`src/rtl/reg_read_pkg.sv`:
```
// reg_read_pkg: shared types and defaults for the round-robin register read arbiter.
package reg_read_pkg;
    typedef enum logic [1:0] {IDLE, READ, RESP} state_t;
    localparam int DEF_DATA_W = 16;
    localparam int DEF_SEL_W  = 3;
    localparam int OOR_VALUE  = 0;
endpackage

```
`src/rtl/rr_arbiter.sv`:
```
// rr_arbiter: combinational round-robin pick, searching upward from ptr with wrap.
module rr_arbiter #(
    parameter int N     = 4,
    parameter int IDX_W = 2
) (
    input  logic [N-1:0]     req,
    input  logic [IDX_W-1:0] ptr,
    output logic [N-1:0]     gnt,
    output logic [IDX_W-1:0] idx
);
    logic found;
    always_comb begin
        gnt   = '0;
        idx   = '0;
        found = 1'b0;
        for (int i = 0; i < N; i++) begin
            if (!found && req[(int'(ptr) + i) % N]) begin
                found                      = 1'b1;
                idx                        = IDX_W'((int'(ptr) + i) % N);
                gnt[(int'(ptr) + i) % N]   = 1'b1;
            end
        end
    end
endmodule

```
`src/rtl/reg_read_arbiter.sv`:
```
// reg_read_arbiter: round-robin register read arbiter, IDLE -> READ (grant) -> RESP (valid).
// Define REG_READ_BYPASS_EN to forward a same-cycle register write into the READ capture.
module reg_read_arbiter
    import reg_read_pkg::*;
#(
    parameter int NUM_CORES = 4,
    parameter int NUM_REGS  = 8,
    parameter int DATA_W    = DEF_DATA_W,
    parameter int SEL_W     = DEF_SEL_W
) (
    input  logic                       clk,
    input  logic                       rst_n,
    input  logic [NUM_CORES-1:0]       rd_req,
    input  logic [NUM_CORES*SEL_W-1:0] rd_sel,
    input  logic [NUM_REGS*DATA_W-1:0] reg_bank,
`ifdef REG_READ_BYPASS_EN
    input  logic                       wr_en,
    input  logic [SEL_W-1:0]           wr_sel,
    input  logic [DATA_W-1:0]          wr_data,
`endif
    output logic [NUM_CORES-1:0]       rd_gnt,
    output logic [NUM_CORES-1:0]       rd_valid,
    output logic [DATA_W-1:0]          rd_data,
    output logic                       busy
);
    localparam int IDX_W = NUM_CORES > 1 ? $clog2(NUM_CORES) : 1;

    state_t               state;
    logic [IDX_W-1:0]     ptr, win_idx, pick_idx;
    logic [NUM_CORES-1:0] pick_oh;
    logic [SEL_W-1:0]     win_sel;
    logic [DATA_W-1:0]    bank_val, cap_val;

    rr_arbiter #(.N(NUM_CORES), .IDX_W(IDX_W)) u_rr (
        .req (rd_req),
        .ptr (ptr),
        .gnt (pick_oh),
        .idx (pick_idx)
    );

    assign bank_val = int'(win_sel) < NUM_REGS ? reg_bank[int'(win_sel)*DATA_W +: DATA_W] : DATA_W'(OOR_VALUE);
`ifdef REG_READ_BYPASS_EN
    assign cap_val = (wr_en && wr_sel == win_sel) ? wr_data : bank_val;
`else
    assign cap_val = bank_val;
`endif

    always_ff @(posedge clk) begin
        if (!rst_n) begin
            state    <= IDLE;
            rd_gnt   <= '0;
            rd_valid <= '0;
            rd_data  <= '0;
            busy     <= 1'b0;
            ptr      <= '0;
            win_idx  <= '0;
            win_sel  <= '0;
        end else begin
            case (state)
                IDLE: if (|rd_req) begin
                    state   <= READ;
                    rd_gnt  <= pick_oh;
                    win_idx <= pick_idx;
                    win_sel <= rd_sel[int'(pick_idx)*SEL_W +: SEL_W];
                    busy    <= 1'b1;
                end
                READ: begin
                    state    <= RESP;
                    rd_gnt   <= '0;
                    rd_valid <= rd_gnt;
                    rd_data  <= cap_val;
                end
                RESP: begin
                    state    <= IDLE;
                    rd_valid <= '0;
                    busy     <= 1'b0;
                    ptr      <= (win_idx == IDX_W'(NUM_CORES - 1)) ? '0 : win_idx + 1'b1;
                end
                default: state <= IDLE;
            endcase
        end
    end
endmodule

```
`config.mk`:
```
export PLATFORM = sky130hd
export DESIGN_NAME = reg_read_arbiter
export DESIGN_NICKNAME = d
export VERILOG_FILES = /design/src/rtl/reg_read_pkg.sv /design/src/rtl/rr_arbiter.sv /design/src/rtl/reg_read_arbiter.sv
export SDC_FILE = /design/constraint.sdc
export NUM_CORES = 1
export LEC_CHECK = 0
export ABC_AREA = 1
export CAP_MARGIN = 30
export CORE_MARGIN = 3
export CORE_UTILIZATION = 35
export DETAILED_ROUTE_END_ITERATION = 16
export PLACE_DENSITY_LB_ADDON = 0.1
export SLEW_MARGIN = 20
export SYNTH_ARGS = -nofsm -noshare
export SYNTH_HDL_FRONTEND = slang
export SYNTH_SLANG_ARGS = --single-unit
```
`constraint.sdc`:
```
create_clock -name clk -period 7.06 [get_ports clk]
set_clock_uncertainty 0.1 [all_clocks]
set_input_delay 1.412 -clock clk [delete_from_list [all_inputs] [get_ports clk]]
set_output_delay 1.412 -clock clk [all_outputs]
set_load 0.1 [all_outputs]
```
==> summary.md <==
• status: finished, final reports clean
• Post-DP HPWL: 8860 um
• most common flop cell mapped by yosys: sky130_fd_sc_hd__dfxtp_1
• total overflow reported by the global router: 0
• number of buffers on the longest clock path: 2
• area fraction in compound gates after synthesis: 29.5%
• clock latency at the later pin of the worst-skew pair: 280 ps
• PortBufs: 170
• antenna diode count: 0
• Setup Buffers After CTS: 0
• most crowded layer after global routing: met2
• main combinational cell family by area after synthesis: compound AO/OA/AOI/OAI gates
• asr flop ratio synth: 0%
• I/O pin cnt: 171
• netlist area before placement: 3060 um^2
• number of maximum-capacitance violations: 0
• Antenna Violating Nets Remaining: 0
• Setup Crit Path Kind: input port to flip-flop
• total routing usage reported by global routing: 22.1%
• routing usage on met1: 30.5%
• floorplan die area: 9890 um^2
• Worst Hold Launch: rd_valid[2]$_SDFFE_PN0P_
• Post-synth EDFFs: 0
• Crit Reg-Reg Startpoint: ptr[0]$_SDFFE_PN0P_
• cell accounting for the most synthesized area: sky130_fd_sc_hd__dfxtp_1
• Ys Warns: 0
• crit path launch type: input port
• net count after synthesis: 606
• Final Critical Period: 3360 ps
• Syn Inst Count: 447
• xor/xnor cell area share of the yosys netlist: 0%
• launching instance or port of the critical path: rd_req[0]
• share of the clock period used by the worst path after layout: 47.5%
• leakage power of the design: 2.07 nW
• Final setup violation count: 0
• Critical Path Sink Type: flip-flop
• critical path required time: 7100 ps
• Arrival @ worst endpoint: 3400 ps
• count of state elements after synthesis: 34
• TritonCTS clock tree: yes
• area fraction of the dominant cell type after synthesis: 22.3%
• area grow syn2layout: 64.6%
• total power consumption of the routed design: 0.997 mW
• adder-cell share of the synthesized area: 5.32%
• number of cell rows: 33
• Floorplan Core Area: 8340 um^2
• Worst path max stage delay: 760 ps
• clock buffers created by TritonCTS: 5
• normalized max-slew margin: 32.2%
• Filler Cell Count: 738
• detailed-route DRC error count: 0
• worst ir drop on vdd: 0.000179 V
• die height: 99.5 um
• number of optimization iterations in the first detailed-route pass: 4
• transition time at the pin with the least slew margin: 1010 ps
• post-synthesis sequential area ratio: 22.3%
• fraction of synthesized area in multiplexers: 10.5%
• average routed wire per standard cell: 15.8 um
• final setup TNS: 0 ps
• most common library cells after synthesis: sky130_fd_sc_hd__o21ai_0 (86), sky130_fd_sc_hd__a21oi_1 (61), sky130_fd_sc_hd__inv_1 (56), sky130_fd_sc_hd__nand2_1 (48), sky130_fd_sc_hd__dfxtp_1 (34)
• global-route wire length before repair: 17700 um
• path type of the worst min-delay path: flip-flop to flip-flop
• Final Max Slew Viols: 0
• Starting Density: 36.7%
• layout cell share with drive strength beyond 1: 6.79%
• TritonCTS Sinks: 34
• most numerous cell on the critical path: sky130_fd_sc_hd__nor2_1
• Hold Fails Final Rpt: 0
• post-cts resize count: 0
• setup repair after global routing missed its margin: false
• Via Count: 3624
• initial detailed-routing violation count: 121
• net count reported at finish: 762
• final wirelength: 11200 um
• met2 Resource Use GR: 36.0%
• average via count per standard cell: 5.11
• most used standard cell by instance count after synthesis: sky130_fd_sc_hd__o21ai_0
• Root Driver: sky130_fd_sc_hd__clkbuf_8
• crit-path max FO: 7
• power per standard cell area: 198 nW/um^2
• number of different library cells in the post-synthesis netlist: 33
• slowest library cell on the worst path: sky130_fd_sc_hd__nor4_1
• deepest level of the CTS H-tree: 2
• horizontal extent of the die: 99.5 um
• final estimated routing congestion in global placement: 0.848
• quantity of hold-fixing buffers added after cts: 0
• vias in the first global route: 3349
• clock-pin transition on the worst setup and hold timing paths: 60 ps
• largest net degree at the start of global routing: 98
• global-route met3 utilization: 4.98%
• CP Cell Sequence: clkdlybuf4s50_1 > nor4_1 > nor2_1 > inv_1 > nor2_1 > nand2_1 > a21oi_1
• antenna violations before repair: 0
• average cell area after synthesis: 6.84 um^2
• Synth Area in Simple Gates: 20.8%
• maximum clock rate: 0.298 GHz
• largest cells by area after synthesis: sky130_fd_sc_hd__dfxtp_1 (22%), sky130_fd_sc_hd__o21ai_0 (14%), sky130_fd_sc_hd__mux2i_1 (10%)
[state kept, by name, indices dropped and copies added, names as in the netlist]
signal and count:
rd_data 16, rd_gnt 4, rd_valid 4, win_sel 3
ptr 2, state 2, win_idx 2, busy 1
[power by group]
part	leakage (nW)	internal, mW	switching, mW	total [mW]
registers	0.280	0.216	0.0325	0.249
logic	1.73	0.233	0.342	0.575
clock network	0.0579	0.104	0.0695	0.173
[cells by family (layout without fill, tap and decap cells)]
kind of cell             after synthesis  after routing
buffers and inverters                 88            245
AND/OR/NAND/NOR                      111            111
multiplexers                          32             32
AO/OA/AOI/OAI                        169            169
adder cells (fa/ha/maj)               13             13
flip-flops                            34             34
[layout by cell type, fill, tap and decap left out]
cell type	count
sky130_fd_sc_hd__a21oi_1	61
sky130_fd_sc_hd__a21oi_2	1
sky130_fd_sc_hd__a22oi_1	2
sky130_fd_sc_hd__a31oi_1	1
sky130_fd_sc_hd__buf_16	4
sky130_fd_sc_hd__buf_4	1
sky130_fd_sc_hd__buf_8	3
sky130_fd_sc_hd__bufinv_16	1
sky130_fd_sc_hd__clkbuf_8	5
sky130_fd_sc_hd__clkdlybuf4s50_1	170
sky130_fd_sc_hd__clkinv_2	2
sky130_fd_sc_hd__dfxtp_1	33
sky130_fd_sc_hd__dfxtp_4	1
sky130_fd_sc_hd__ha_1	13
sky130_fd_sc_hd__inv_1	56
sky130_fd_sc_hd__inv_2	2
sky130_fd_sc_hd__inv_4	1
sky130_fd_sc_hd__mux2i_1	32
sky130_fd_sc_hd__nand2_1	48
sky130_fd_sc_hd__nand2_2	7
sky130_fd_sc_hd__nand2_4	4
sky130_fd_sc_hd__nand2_8	1
sky130_fd_sc_hd__nand3_1	23
sky130_fd_sc_hd__nand3_2	3
sky130_fd_sc_hd__nand3_4	1
sky130_fd_sc_hd__nand3b_1	4
sky130_fd_sc_hd__nand4_1	7
sky130_fd_sc_hd__nand4_4	2
sky130_fd_sc_hd__nor2_1	8
sky130_fd_sc_hd__nor2_4	1
sky130_fd_sc_hd__nor2_8	1
sky130_fd_sc_hd__nor4_1	1
sky130_fd_sc_hd__o211a_1	1
sky130_fd_sc_hd__o211ai_1	15
sky130_fd_sc_hd__o21a_1	1
sky130_fd_sc_hd__o21ai_0	86
sky130_fd_sc_hd__o22ai_1	1
[layer usage]
metal | part of all wire, % | routed length (um)
met5 | 0 | 0
met4 | 0.40 | 45
met3 | 8.1 | 903
met2 | 47 | 5260
met1 | 45 | 4980
[cell type report]
class                           count  area [um^2]  share of cell area (%)
Clock buffer                        5         68.8                    1.37
Clock inverter                      3         40.0                   0.795
Inverter                           59          224                    4.45
Multi-Input combinational cell    325         2020                    40.1
Sequential cell                    34          684                    13.6
Tap cell                          105          131                    2.61
Timing Repair Buffer              178         1860                    37.0
[per-stage QoR]
stage	hold slack [ps]	util, %	instances	area (um^2)	worst slack (ps)
final	365	60.4	709	5030	3700
after global routing	395	60.4	709	5030	3590
after CTS	374	59.5	705	4960	3710
after detailed placement	363	58.2	697	4850	3410
after global placement	355	57.2	694	4770	3510
after floorplan	378	-	447	3060	4390
[critical path, delay by kind of cell]
family	cells	cell delay (ps)
compound gates	1	60
buf+inv	2	680
simple gates	4	1240
[final timing paths]
path                                    to  slack [ps]  depth (start not counted)
setup reg to reg   win_sel[2]$_SDFFE_PN0P_        4370                         16
setup / recovery    rd_gnt[1]$_SDFFE_PN0P_        3700                          7
hold reg to reg   rd_valid[2]$_SDFFE_PN0P_         370                          2
hold / removal    rd_valid[2]$_SDFFE_PN0P_         370                          2
(Power assumes the default switching activity.)
